### config.mk
export PLATFORM = sky130hd
export DESIGN_NAME = channel_select_sequencer
export DESIGN_NICKNAME = d
export VERILOG_FILES = /design/src/rtl/chansel_pkg.sv /design/src/rtl/sync_fifo.sv /design/src/rtl/channel_select_sequencer.sv
export SDC_FILE = /design/constraint.sdc
export NUM_CORES = 1
export LEC_CHECK = 0
export CAP_MARGIN = 20
export CORE_MARGIN = 1.5
export CORE_UTILIZATION = 57
export CTS_CLUSTER_SIZE = 28
export DETAILED_ROUTE_END_ITERATION = 6
export PLACE_DENSITY = 0.83
export SLEW_MARGIN = 10
export SYNTH_ARGS = -nofsm -noshare
export SYNTH_HDL_FRONTEND = slang
export SYNTH_SLANG_ARGS = --single-unit
### constraint.sdc
create_clock -name clk -period 3.7 [get_ports clk]
set_clock_uncertainty 0.2 [all_clocks]
set_input_delay 1.11 -clock clk [delete_from_list [all_inputs] [get_ports clk]]
set_output_delay 1.11 -clock clk [all_outputs]
set_load 0.02 [all_outputs]
### src/rtl/chansel_pkg.sv
// chansel_pkg: shared state encoding, default sizes and entry-width helper for the channel select sequencer
//   state_t      controller state, IDLE=0 / ACTIVE=1
//   DEPTH_DEF    default command FIFO depth
//   DWELL_W_DEF  default dwell-count width
//   entry_w()    FIFO entry width {sel, dwell} for a given dwell width
package chansel_pkg;

    typedef enum logic {IDLE = 1'b0, ACTIVE = 1'b1} state_t;

    localparam int DEPTH_DEF   = 4;
    localparam int DWELL_W_DEF = 8;
    localparam int ENTRY_W_DEF = 2 + DWELL_W_DEF;

    function automatic int entry_w(input int dwell_w);
        return 2 + dwell_w;
    endfunction

endpackage

### src/rtl/sync_fifo.sv
// sync_fifo: single-clock FIFO with occupancy count and synchronous flush
//   clk, rst_n     clock, asynchronous active-low reset
//   push, wdata    write request and data (ignored while full)
//   pop, rdata     read request (ignored while empty); rdata shows the head entry
//   flush          empties the FIFO at the next edge, overriding push/pop
//   full, empty    occupancy flags
//   count          number of stored entries
module sync_fifo #(
    parameter int WIDTH = chansel_pkg::ENTRY_W_DEF,
    parameter int DEPTH = chansel_pkg::DEPTH_DEF
) (
    input  logic                       clk,
    input  logic                       rst_n,
    input  logic                       push,
    input  logic                       pop,
    input  logic                       flush,
    input  logic [WIDTH-1:0]           wdata,
    output logic [WIDTH-1:0]           rdata,
    output logic                       full,
    output logic                       empty,
    output logic [$clog2(DEPTH+1)-1:0] count
);

    localparam int AW = $clog2(DEPTH);
    localparam int CW = $clog2(DEPTH + 1);

    logic [WIDTH-1:0] mem_q [DEPTH];
    logic [AW-1:0]    wr_ptr_q, wr_ptr_d, rd_ptr_q, rd_ptr_d;
    logic [CW-1:0]    count_q, count_d;
    logic             do_push, do_pop;

    assign full    = count_q == CW'(DEPTH);
    assign empty   = count_q == '0;
    assign count   = count_q;
    assign rdata   = mem_q[rd_ptr_q];
    assign do_push = push && !full && !flush;
    assign do_pop  = pop && !empty && !flush;

    // Pointers are AW bits wide and DEPTH is a power of two, so they wrap naturally.
    always_comb begin
        wr_ptr_d = wr_ptr_q + AW'(do_push);
        rd_ptr_d = rd_ptr_q + AW'(do_pop);
        count_d  = count_q + CW'(do_push) - CW'(do_pop);
        if (flush) begin
            wr_ptr_d = '0;
            rd_ptr_d = '0;
            count_d  = '0;
        end
    end

    always_ff @(posedge clk or negedge rst_n) begin
        if (!rst_n) begin
            wr_ptr_q <= '0;
            rd_ptr_q <= '0;
            count_q  <= '0;
        end else begin
            wr_ptr_q <= wr_ptr_d;
            rd_ptr_q <= rd_ptr_d;
            count_q  <= count_d;
        end
    end

    // Storage needs no reset; stale entries are never visible because count gates reads.
    always_ff @(posedge clk) begin
        if (do_push) mem_q[wr_ptr_q] <= wdata;
    end

endmodule

### src/rtl/channel_select_sequencer.sv
// channel_select_sequencer: queues {channel, dwell} commands and presents each channel on a registered sel for its dwell
//   clk, rst_n            clock, asynchronous active-low reset
//   in_valid, in_ready    command handshake
//   in_sel, in_dwell      channel index and hold time (0 behaves as 1)
//   abort                 flushes queue and active command at the next edge
//   sel, sel_active       registered channel index for the decoder and its qualifier
//   done                  pulse in the final dwell cycle of each command
//   count                 queued (not yet active) commands
module channel_select_sequencer
    import chansel_pkg::*;
#(
    parameter int DEPTH   = DEPTH_DEF,
    parameter int DWELL_W = DWELL_W_DEF
) (
    input  logic                       clk,
    input  logic                       rst_n,
    input  logic                       in_valid,
    output logic                       in_ready,
    input  logic [1:0]                 in_sel,
    input  logic [DWELL_W-1:0]         in_dwell,
    input  logic                       abort,
    output logic [1:0]                 sel,
    output logic                       sel_active,
    output logic                       done,
    output logic [$clog2(DEPTH+1)-1:0] count
);

    localparam int EW = entry_w(DWELL_W);

    state_t               state_q, state_d;
    logic [1:0]           sel_q, sel_d;
    logic [DWELL_W-1:0]   dwell_q, dwell_d;
    logic                 sel_active_q, sel_active_d;
    logic                 done_q, done_d;
    logic [EW-1:0]        head;
    logic [DWELL_W-1:0]   head_dwell;
    logic                 fifo_full, fifo_empty, push, pop, last;

    sync_fifo #(.WIDTH(EW), .DEPTH(DEPTH)) u_fifo (
        .clk   (clk),
        .rst_n (rst_n),
        .push  (push),
        .pop   (pop),
        .flush (abort),
        .wdata ({in_sel, in_dwell}),
        .rdata (head),
        .full  (fifo_full),
        .empty (fifo_empty),
        .count (count)
    );

    assign in_ready   = !fifo_full && !abort;
    assign push       = in_valid && in_ready;
    assign head_dwell = head[DWELL_W-1:0] == '0 ? DWELL_W'(1) : head[DWELL_W-1:0];
    assign last       = state_q == ACTIVE && dwell_q == DWELL_W'(1);
    // Load the next command in IDLE or on the final dwell edge, giving gapless back-to-back commands.
    assign pop        = !abort && !fifo_empty && (state_q == IDLE || last);

    always_comb begin
        state_d = state_q;
        sel_d   = sel_q;
        dwell_d = dwell_q;
        if (abort) begin
            state_d = IDLE;
            sel_d   = 2'b00;
            dwell_d = '0;
        end else if (pop) begin
            state_d = ACTIVE;
            sel_d   = head[EW-1:DWELL_W];
            dwell_d = head_dwell;
        end else if (last) begin
            state_d = IDLE;
            sel_d   = 2'b00;
            dwell_d = '0;
        end else if (state_q == ACTIVE) begin
            dwell_d = dwell_q - DWELL_W'(1);
        end
        // Outputs are registered from the next-state values so they line up with state_q.
        sel_active_d = state_d == ACTIVE;
        done_d       = state_d == ACTIVE && dwell_d == DWELL_W'(1);
    end

    always_ff @(posedge clk or negedge rst_n) begin
        if (!rst_n) begin
            state_q      <= IDLE;
            sel_q        <= 2'b00;
            dwell_q      <= '0;
            sel_active_q <= 1'b0;
            done_q       <= 1'b0;
        end else begin
            state_q      <= state_d;
            sel_q        <= sel_d;
            dwell_q      <= dwell_d;
            sel_active_q <= sel_active_d;
            done_q       <= done_d;
        end
    end

    assign sel        = sel_q;
    assign sel_active = sel_active_q;
    assign done       = done_q;

endmodule
### Word-level counts from Yosys, hierarchy flattened

Memories as Yosys holds them, arrays and structs flattened.
Index checks and enable logic that the tools add are counted.

* add/subtract/negate cells: 5
* eq/ne operators: 3
* multiplexer cells: 16
* bitwise logic cells: 1
* reduce and logical (&&, ||, !) cells: 17

Operators by type and width (count)
* $mux W8: 5
* $eq A8 B1 Y1 const B: 2
* $logic_and A1 B1 Y1: 10
* $mux W2: 5
* $logic_not A8 Y1: 1
* $sub A8 B1 Y8 const B: 1
* $mux W1: 5
* $add A2 B1 Y2: 2
* $add A3 B1 Y3: 1
* $eq A3 B3 Y1 const B: 1
* $logic_not A1 Y1: 3
* $logic_not A3 Y1: 1
* $mux W3: 1
* $reduce_bool A3 Y1: 1
* $sub A3 B1 Y3: 1
* $logic_or A1 B1 Y1: 1
* $not A1 Y1: 1

* bits in registers: 19
* memory bits (writable): 40
* input port bits: 14
* output and inout bits: 8
* memories kept: 1

Memories
* u_fifo.mem_q: depth 4, width 10, read ports 1, clocked after Yosys merged registers in 0, wr ports 1, line sync_fifo.sv:27 `logic [WIDTH-1:0] mem_q [DEPTH];`

### Logic depth before layout (Yosys ltp)

Gate-level depths: netlist (run 1).

* depth after elaboration: 9
* mapped depth: 12
* gate-level depth less buffers: 11

### Hierarchy

From an unflattened synthesis (run 1), not the netlist that was laid out.

* cell total of the unflattened synthesis: 196
* area, all modules: 2783.9 um^2

Modules (own cells, without submodules)
* sync_fifo: instances 1, cells an instance 88, area an instance 1855.5 um^2
* channel_select_sequencer: instances 1, cells an instance 108, area an instance 928.4 um^2

### Least setup slack after synthesis (run 1)

No wires, ideal clock.

* path type: in2reg
* from: input port abort
* to: memory u_fifo.mem_q[1][0] (netlist bit) (enable)
* setup time: 0.392 ns
* arrival: 2.681 ns
* setup slack: 0.427 ns
* stages: 4
* path through: clkbuf_1 > a21oi_1 > nand2_1 > nor3b_1

* cells in the longest elaborated chain, start to end: 7

Ends and longest elaborated chain
* start, declared: line channel_select_sequencer.sv:21 `input logic abort,`
* $logic_not A1 Y1: line channel_select_sequencer.sv:52 `assign in_ready = !fifo_full && !abort;`
* $logic_and A1 B1 Y1: line channel_select_sequencer.sv:52
* named net in_ready: line channel_select_sequencer.sv:18 `output logic in_ready,`
* $logic_and A1 B1 Y1: line channel_select_sequencer.sv:53 `assign push = in_valid && in_ready;`
* $logic_and A1 B1 Y1 (2 in a row): line sync_fifo.sv:36 `assign do_push = push && !full && !flush;`
* $mux W1: line sync_fifo.sv:65 `if (do_push) mem_q[wr_ptr_q] <= wdata;`
* $mux W1 (not written as such): line sync_fifo.sv:65
* end, declared: line sync_fifo.sv:27

The timed path passes the listed nets, and every way through them passes these cells.

### Final worst setup path (run 1)

* from: input port abort
* to: output port in_ready

* cells in the longest elaborated chain, start to end: 2

Ends and longest elaborated chain (line)
* $logic_not A1 Y1: channel_select_sequencer.sv:52
* $logic_and A1 B1 Y1: channel_select_sequencer.sv:52
* end, declared: channel_select_sequencer.sv:18

No other way between the ends.

==> results.py, run 1 <==
metrics = {
    "setup_path": {
        "arrival_ns": 1.97,
        "worstPathMaxFanout": 2,
        "cpMaxStageDelayCell": "clkdlybuf4s50_1",
        "cp_data_required_time_ns": 2.39,
        "cp_cell_sequence": "clkdlybuf4s50_1, a21oi_1, dlymetal6s2s_1",
        "path_delay_family": "buffers and inverters",
        "crit_path_end_kind": "primary output",
        "r2r_cells": 11,
        "path_depth": 3,
        "max_stage_delay_ns": 0.43,
        "cp_num_buf_inv": 2,
        "cp-start-kind": "primary input",
        "worst-setup-path-type": "primary input to primary output",
    },
    "drt": {
        "vias": 1601,
        "routedWlPerCell_um": 18.35,
        "drt_pass1_iterations": 4,
        "drtIter0Drc": 119,
        "drcViolationCount": 0,
        "antenna_left": 0,
        "routed_via_density": 5.952,
        "routed_wirelength_um": 4937,
    },
    "yosys": {
        "yosys-top-cells-count": "edfxtp_1 (40), dfrtp_1 (19), nor2_1 (18), mux4_2 (10), nand2_1 (9)",
        "syn_area_per_cell_um2": 14.69,
        "async_reset_ff_share_pct": 32.20,
        "ys_ff_latch": 59,
        "ys_types": 40,
        "synth_top_area_share_pct": 45.69,
        "synth-edff-count": 40,
        "synth_area_leaders": "edfxtp_1 (46%), dfrtp_1 (18%), mux4_2 (8.6%)",
        "ys_warn_count": 0,
        "ys_seq_area_share_pct": 63.78,
        "synthCells": 179,
        "synth_area_um2": 2629,
        "synth_nets": 198,
        "synth_largest_area_cell": "edfxtp_1",
        "yosys.cell_count.top_type": "edfxtp_1",
        "ys.flop_type": "edfxtp_1",
    },
    "cts": {
        "cts_resized": 0,
        "cts-buffers-inserted": 9,
        "root_buffer": "clkbuf_8",
        "cts_tree": "built",
        "postCtsHoldBufs": 0,
        "clock_path_buffers": 2,
        "cts.clk_slew.worst_paths_ns": 0.06,
        "h-tree-depth": 3,
        "numClockSinks": 59,
        "clk_latency_ns": 0.34,
        "post-cts-setup-buffers": 0,
    },
    "timing": {
        "max_freq_mhz": 304.9,
        "whs_ns": 0.3167,
        "finalMaxSlewViolations": 0,
        "rsz0062_at_grt": "no",
        "fin_crit_sh_pct": 88.65,
        "period_needed_ns": 3.280,
        "hold_viol": 0,
        "max_slew_margin_pct": 41.26,
        "worstMarginPinSlew_ns": 0.8784,
        "setup_viol": 0,
        "tns_ns": 0,
    },
    "power_and_ir_drop": {
        "peakVddDrop_mv": 0.4558,
        "p_per_area_nw_per_um2": 741.2,
        "power_mw": 2.303,
        "p_leak_nw": 1.150,
    },
    "floorplanning": {
        "fp-row-count": 24,
        "die_y_um": 70.91,
        "io_pins": 22,
        "dieArea_um2": 5028,
        "core_um2": 4384,
        "chipWidth_um": 70.91,
        "start_util_pct": 59.96,
    },
    "grt": {
        "overflow": 0,
        "antenna_found_initial": 0,
        "grt_pass1_vias": 1612,
        "grt_max_degree": 20,
        "grt_use_total_pct": 22.05,
        "grt_pass1_wl_um": 8093,
    },
    "placement": {
        "io_buffers": 21,
        "place_congestion": 0.8736,
        "dp_hpwl_um": 3265,
    },
    "final_layout": {
        "num-fill-cells": 290,
        "finalNetCount": 231,
        "antenna_cells": 0,
        "drive_above_1_share_pct": 17.51,
        "area_delta_synth_final_pct": 18.18,
    },
    "worst_hold_path": {
        "hp-class": "register to register",
        "hold_path_depth": 1,
    },
    "outcome": {
        "status": "finished, final reports clean",
    },
    "job": {
        "drv_cap": 0,
    },
}
## state kept, by name, indices dropped and copies added (netlist names)
| name | flops |
|---|---|
| sel_active | 1 |
| u_fifo.wr_ptr_q | 2 |
| done | 1 |
| sel | 2 |
| u_fifo.mem_q | 40 |
| u_fifo.count | 3 |
| dwell_q | 8 |
| u_fifo.rd_ptr_q | 2 |
## per-stage QoR
step                      area [um^2]  utilization [%]  cells  setup slack, ns
after floorplan                  2629                -    179           0.4269
after global routing             3107            70.86    269           0.3551
after detailed placement         2922            66.64    253          0.04229
after global placement           2922            66.64    253          0.07122
after CTS                        3104            70.80    269          0.02821
final                            3107            70.86    269           0.4199
## cells by family after synthesis
| family | after synthesis | synth area share, % |
|---|---|---|
| AO/OA/AOI/OAI | 29 | 8.520 |
| XOR/XNOR | 11 | 3.665 |
| adder cells (fa/ha/maj) | 5 | 2.666 |
| buffers and inverters | 13 | 2.475 |
| flip-flops | 59 | 63.78 |
| multiplexers | 11 | 8.948 |
| AND/OR/NAND/NOR | 51 | 9.948 |
## routing by layer
layer / global-route usage [%] / wire length [um] / vias to the layer above
met1: 27.52 / 2081 / 802
met4: 10.27 / 109 / 0
li1: - / - / 740
met3: 7.550 / 217 / 16
met2: 35.10 / 2529 / 43
met5: 0 / 0 / -
## where the power goes
| part | internal (mW) | switching [mW] |
|---|---|---|
| registers | 0.801 | 0.117 |
| clock network | 0.301 | 0.241 |
| logic | 0.395 | 0.447 |
## cell usage in the layout (no fill, tap or decap), types with 2 or more instances in the layout
cell             synthesis  routed
dfrtp_1                 19      19
nor2b_1                  3       3
a211oi_1                 2       2
clkbuf_8                 0       9
nand2_1                  9       9
ha_1                     4       4
a22o_1                   6       6
xor2_1                   4       4
a21oi_1                  7       7
mux4_2                  10      10
xnor2_1                  7       7
clkdlybuf4s50_1          0      20
clkinv_2                 0       2
o21ai_2                  2       2
nand3_1                  2       2
nor2_1                  18      18
clkinv_1                 0       3
nor3_1                   7       7
o21ai_0                  5       5
inv_1                    6       6
or3_1                    2       2
buf_4                    0       8
edfxtp_1                40      40
## area by class of cell
class | instances | area (um^2) | share of cell area, %
Sequential cell | 59 | 1677 | 53.97
Multi-Input combinational cell | 107 | 887.1 | 28.55
Timing Repair Buffer | 29 | 272.8 | 8.780
Clock buffer | 9 | 123.9 | 3.987
Tap cell | 52 | 65.06 | 2.094
Clock inverter | 7 | 58.81 | 1.893
Inverter | 6 | 22.52 | 0.7249
## worst paths after layout
path / startpoint / slack (ns) / endpoint
hold reg to reg: sel[1] / 0.32 / sel[1]
hold / removal: sel[1] / 0.32 / sel[1]
setup / recovery: abort / 0.42 / in_ready
setup reg to reg: dwell_q[1] / 0.54 / u_fifo.count[2]
min in group asynchronous: rst_n / 1.07 / u_fifo.wr_ptr_q[0]
max in group asynchronous: rst_n / 1.69 / dwell_q[1]
No activity file was read; power rests on OpenSTA's default activity.
==> inputs of run 2 (changes only) <==
- CORE_UTILIZATION: 57 -> 45
- PLACE_DENSITY: 0.83 -> 0.68
- REMOVE_ABC_BUFFERS: default -> 1
==> run 2 against run 1 <==
  * Sequential cell count did not move
  * Setup slack worse by 0.35 ns
  * Maximum frequency is 9.7% lower
  * Sequential power grew 2%
  * Non-clock buffer count decreased by 1
  * Critical path depth did not move
  * Final cell count is 7.1% higher
  * Total power shrank 1.2%
  * Sequential share of layout area is 0.26 points lower
  * Core utilization down 15 points
  * Worst hold slack improved by 0.013 ns
  * Wire length fell by 6.0%
  * Highest routed layer unchanged
==> results.py, run 2 (synthesized netlist as in run 1, its figures left out) <==
metrics = {
    "outcome": {
        "status": "finished, final reports clean",
    },
    "drt": {
        "routed_wirelength_um": 4642,
        "routed_via_density": 5.389,
        "drt_pass1_iterations": 5,
        "vias": 1552,
        "drtIter0Drc": 103,
        "drcViolationCount": 0,
        "routedWlPerCell_um": 16.12,
        "antenna_left": 0,
    },
    "setup_path": {
        "cpMaxStageDelayCell": "clkdlybuf4s50_1",
        "worstPathMaxFanout": 2,
        "r2r_start": "dwell_q[1]",
        "crit_start": "abort",
        "worst-setup-path-type": "primary input to primary output",
        "cp_num_buf_inv": 2,
        "cp_cell_sequence": "clkdlybuf4s50_1, a21oi_1, clkdlybuf4s50_1",
        "arrival_ns": 2.32,
        "max_stage_delay_ns": 0.63,
        "path_delay_family": "buffers and inverters",
        "cp_data_required_time_ns": 2.39,
        "crit_top_cell": "clkdlybuf4s50_1",
        "cp-start-kind": "primary input",
        "crit_path_end_kind": "primary output",
    },
    "timing": {
        "max_slew_margin_pct": 42.14,
        "fin_ws_ns": 0.06609,
        "period_needed_ns": 3.634,
        "worstMarginPinSlew_ns": 0.8652,
        "fin_crit_sh_pct": 98.21,
        "max_freq_mhz": 275.2,
        "finalMaxSlewViolations": 0,
        "setup_viol": 0,
        "rsz0062_at_grt": "no",
        "hold_viol": 0,
        "tns_ns": 0,
    },
    "final_layout": {
        "antenna_cells": 0,
        "area_delta_synth_final_pct": 18.75,
        "finalNetCount": 230,
        "largest_reg_flops": 40,
        "fin_area_um2": 3122,
        "final_common_cell": "edfxtp_1",
        "layout_common_cells": "edfxtp_1 (40), clkdlybuf4s50_1 (21), dfrtp_1 (19), nor2_1 (18), mux4_2 (10)",
        "top_register": "u_fifo.mem_q",
        "drive_above_1_share_pct": 17.13,
    },
    "power_and_ir_drop": {
        "p_per_area_nw_per_um2": 728.4,
        "p_leak_nw": 1.134,
        "power_mw": 2.274,
        "peakVddDrop_mv": 0.3174,
    },
    "grt": {
        "grt_use_total_pct": 17.13,
        "overflow": 0,
        "antenna_found_initial": 0,
        "grt_pass1_vias": 1593,
        "grt_pass1_wl_um": 7755,
        "grt_max_degree": 20,
    },
    "floorplanning": {
        "die_y_um": 79.43,
        "fp-row-count": 27,
        "dieArea_um2": 6309,
        "core_um2": 5574,
        "io_pins": 22,
        "start_util_pct": 47.16,
        "chipWidth_um": 79.43,
    },
    "cts": {
        "clk_latency_ns": 0.33,
        "cts-buffers-inserted": 9,
        "numClockSinks": 59,
        "cts.clk_slew.worst_paths_ns": 0.06,
        "postCtsHoldBufs": 0,
        "root_buffer": "clkbuf_8",
        "post-cts-setup-buffers": 0,
        "clock_path_buffers": 2,
        "cts_tree": "built",
        "h-tree-depth": 3,
        "cts_resized": 0,
    },
    "placement": {
        "io_buffers": 21,
        "dpl-instance-area_um2": 2939,
        "dp_hpwl_um": 3179,
        "place_congestion": 0.8465,
        "place_ws_ns": 0.06137,
    },
    "job": {
        "drv_cap": 0,
    },
    "worst_hold_path": {
        "min_from": "sel[0]",
        "hp-class": "register to register",
    },
}
## run 2: cell count changes in the layout (fill, tap and decap cells not counted)
cell,delta
clkdlybuf4s50_1,+1
buf_4,-1
dlymetal6s2s_1,-1
## run 2: final timing paths
kind / to / slack [ns] / depth (start not counted)
min reg2reg: sel[0] / 0.33 / 1
min in group asynchronous: u_fifo.count[2] / 1.07 / 1
max reg2reg: u_fifo.count[2] / 0.58 / 11
max: in_ready / 0.07 / 3
min: sel[0] / 0.33 / 1
max in group asynchronous: dwell_q[3] / 1.70 / 1
## run 2: area by class of cell
type | count | area, um^2
fillers | 447 | 2452
flip-flops and latches | 59 | 1677
multi-input cells | 107 | 887.1
repair buffers | 28 | 262.8
clock buffers | 9 | 123.9
well taps | 72 | 90.09
clock inverters | 7 | 58.81
inverters | 6 | 22.52
## run 2: per-stage QoR
step	cells	hold slack (ns)	utilization (%)
5_1_grt	288	0.3639	56.00
3_5_place_dp	272	0.3161	52.73
3_3_place_gp	272	0.3124	52.73
2_1_floorplan	172	0.3631	-
6_report	288	0.3295	56.00
4_1_cts	288	0.3305	56.00
## run 2: power by group
part,internal (mW),switching (mW),total (mW),leakage [nW]
logic,0.388,0.413,0.801,0.426
registers,0.801,0.133,0.934,0.617
clock network,0.301,0.239,0.539,0.0915
## run 2: layer usage
metal | up-vias | global-route usage (%) | share of wire [%]
li1 | 741 | - | -
met1 | 759 | 21.05 | 42
met2 | 45 | 27.37 | 52
met3 | 7 | 7.086 | 5.5
met4 | 0 | 5.789 | 0.95
met5 | - | 0 | 0
==> inputs of run 3 (changes only) <==
- CORE_UTILIZATION: 45 -> 50
- PLACE_DENSITY: 0.68 -> 0.74
- clock period: 3.7 -> 3.9 ns (I/O delays scaled with it)
==> run 3 against run 2 <==
  * Core utilization rose by 5.3 points
  * Setup slack improved by 0.081 ns
  * Sequential cell count did not move
  * Sequential power fell by 4.6%
  * Non-clock buffer count fell by 2
  * Die area fell by 9.6%
  * Sequential share of layout area rose by 0.22 points
  * Clock-buffer cell count rose by 4
  * First-iteration DRC count rose by 52%
  * Worst hold slack got worse by 0.011 ns
  * Critical path type unchanged
  * Critical endpoint unchanged
==> results.py, run 3 (synthesized netlist as in run 1, its figures left out) <==
metrics = {
    "outcome": {
        "status": "finished, final reports clean",
    },
    "drt": {
        "routed_via_density": 5.539,
        "antenna_left": 0,
        "vias": 1573,
        "drtIter0Drc": 157,
        "routedWlPerCell_um": 16.45,
        "drt_pass1_iterations": 5,
        "routed_wirelength_um": 4673,
        "drcViolationCount": 0,
    },
    "timing": {
        "setup_viol": 0,
        "tns_ns": 0,
        "period_needed_ns": 3.752,
        "fin_crit_sh_pct": 96.22,
        "finalMaxSlewViolations": 0,
        "max_freq_mhz": 266.5,
        "rsz0062_at_grt": "no",
        "max_slew_margin_pct": 45.14,
        "hold_viol": 0,
        "worstMarginPinSlew_ns": 0.8203,
    },
    "setup_path": {
        "max_stage_delay_ns": 0.64,
        "r2r-end": "u_fifo.count[2]",
        "cp_num_buf_inv": 2,
        "worstPathMaxFanout": 2,
        "cp_data_required_time_ns": 2.53,
        "crit_top_cell": "clkdlybuf4s50_1",
        "path_depth": 3,
        "arrival_ns": 2.38,
        "cp-start-kind": "primary input",
        "cpMaxStageDelayCell": "clkdlybuf4s50_1",
        "worst-setup-path-type": "primary input to primary output",
        "crit_path_end_kind": "primary output",
        "cp_cell_sequence": "clkdlybuf4s50_1, a21oi_1, clkdlybuf4s50_1",
        "path_delay_family": "buffers and inverters",
        "ff2ff_setup_slack_ns": 0.58,
        "timing.critical_path.to": "in_ready",
        "r2r_cells": 11,
        "crit_start": "abort",
        "r2r_start": "dwell_q[1]",
    },
    "cts": {
        "root_buffer": "clkbuf_8",
        "cts-buffers-inserted": 9,
        "cts.clk_slew.worst_paths_ns": 0.06,
        "cts_tree": "built",
        "clk_latency_ns": 0.32,
        "numClockSinks": 59,
        "clock_path_buffers": 2,
        "post-cts-setup-buffers": 0,
        "postCtsHoldBufs": 0,
        "h-tree-depth": 3,
        "cts_resized": 0,
    },
    "power_and_ir_drop": {
        "power_mw": 2.168,
        "p_per_area_nw_per_um2": 697.2,
        "p_leak_nw": 1.128,
        "peakVddDrop_mv": 0.3759,
    },
    "placement": {
        "io_buffers": 21,
        "dp_hpwl_um": 3155,
        "place_congestion": 0.8297,
    },
    "floorplanning": {
        "core_um2": 5075,
        "fp-row-count": 26,
        "start_util_pct": 51.80,
        "io_pins": 22,
        "die_y_um": 75.51,
        "chipWidth_um": 75.51,
        "dieArea_um2": 5702,
    },
    "final_layout": {
        "largest_reg_flops": 40,
        "drive_above_1_share_pct": 15.89,
        "layout_common_cells": "edfxtp_1 (40), clkdlybuf4s50_1 (21), dfrtp_1 (19), nor2_1 (18)",
        "area_delta_synth_final_pct": 18.28,
        "final_common_cell": "edfxtp_1",
        "multi_input_area_um2": 887.1,
        "antenna_cells": 0,
        "top_register": "u_fifo.mem_q",
        "finalNetCount": 228,
        "register_area_um2": 1677,
        "num-fill-cells": 397,
    },
    "grt": {
        "overflow": 0,
        "antenna_found_initial": 0,
        "met3_usage_pct": 6.085,
        "grtUsageMet1_pct": 23.64,
        "grt_use_total_pct": 19.89,
        "grt_max_degree": 20,
        "gr-usage-met2_pct": 32.16,
        "grt_pass1_wl_um": 7921,
        "busiest_layer": "met2",
        "grt_pass1_vias": 1670,
    },
    "worst_hold_path": {
        "min_from": "sel[0]",
        "hp-class": "register to register",
    },
    "job": {
        "drv_cap": 0,
    },
}
run 3: cell count changes in the layout (fill, tap and decap cells not counted):
cell / change
clkinvlp_4: -1
clkinv_1: -2
buf_4: -2
clkinv_2: -1
clkbuf_1: +3
clkbuf_8: +1
run 3: layout make-up:
cell class / count / area share [%]
clock buffers: 13 / 4.789
inverters: 6 / 0.7243
multi-input cells: 107 / 28.53
repair buffers: 26 / 7.968
flip-flops and latches: 59 / 53.92
well taps: 70 / 2.817
clock inverters: 3 / 1.247
run 3: worst min-delay path by stage:
stage	slack (ns)	cells after the start	end
3_3_place_gp	0.31	1	sel[1]
2_1_floorplan	0.36	2	u_fifo.wr_ptr_q[1]
6_report	0.32	1	sel[0]
5_1_grt	0.35	1	sel[1]
4_1_cts	0.33	1	sel[0]
3_5_place_dp	0.31	1	sel[0]
run 3: worst reg2reg max path, cell delays in order, from the launching register on:
cell,delay [ns]
dfrtp_1,0.42
inv_1,0.09
ha_1,0.16
or3b_2,0.50
o21a_1,0.24
or3_1,0.52
xnor2_1,0.21
ha_1,0.18
inv_1,0.06
fa_1,0.39
xnor2_1,0.19
nor2_1,0.06
run 3: layer usage:
layer / up-vias / part of all wire [%]
met5: - / 0
met4: 0 / 1.8
met3: 13 / 4.6
met2: 55 / 51
met1: 773 / 42
li1: 732 / -
run 3: power by group:
part | total (mW) | switching, mW | internal [mW]
clock network | 0.523 | 0.213 | 0.310
registers | 0.891 | 0.131 | 0.760
logic | 0.754 | 0.396 | 0.359
total | 2.17 | 0.740 | 1.43
run 3: metrics by stage:
| step | hold slack (ns) | util, % | setup slack [ns] | cell area, um^2 | instances |
|---|---|---|---|---|---|
| final | 0.3186 | 61.27 | 0.1475 | 3109 | 284 |
| after global routing | 0.3537 | 61.27 | 0.09178 | 3109 | 284 |
| after CTS | 0.3283 | 61.27 | 0.1408 | 3109 | 284 |
| after detailed placement | 0.3106 | 57.57 | 0.1437 | 2922 | 268 |
| after global placement | 0.3143 | 57.57 | 0.1692 | 2922 | 268 |
| after floorplan | 0.3631 | - | 0.7438 | 2586 | 172 |
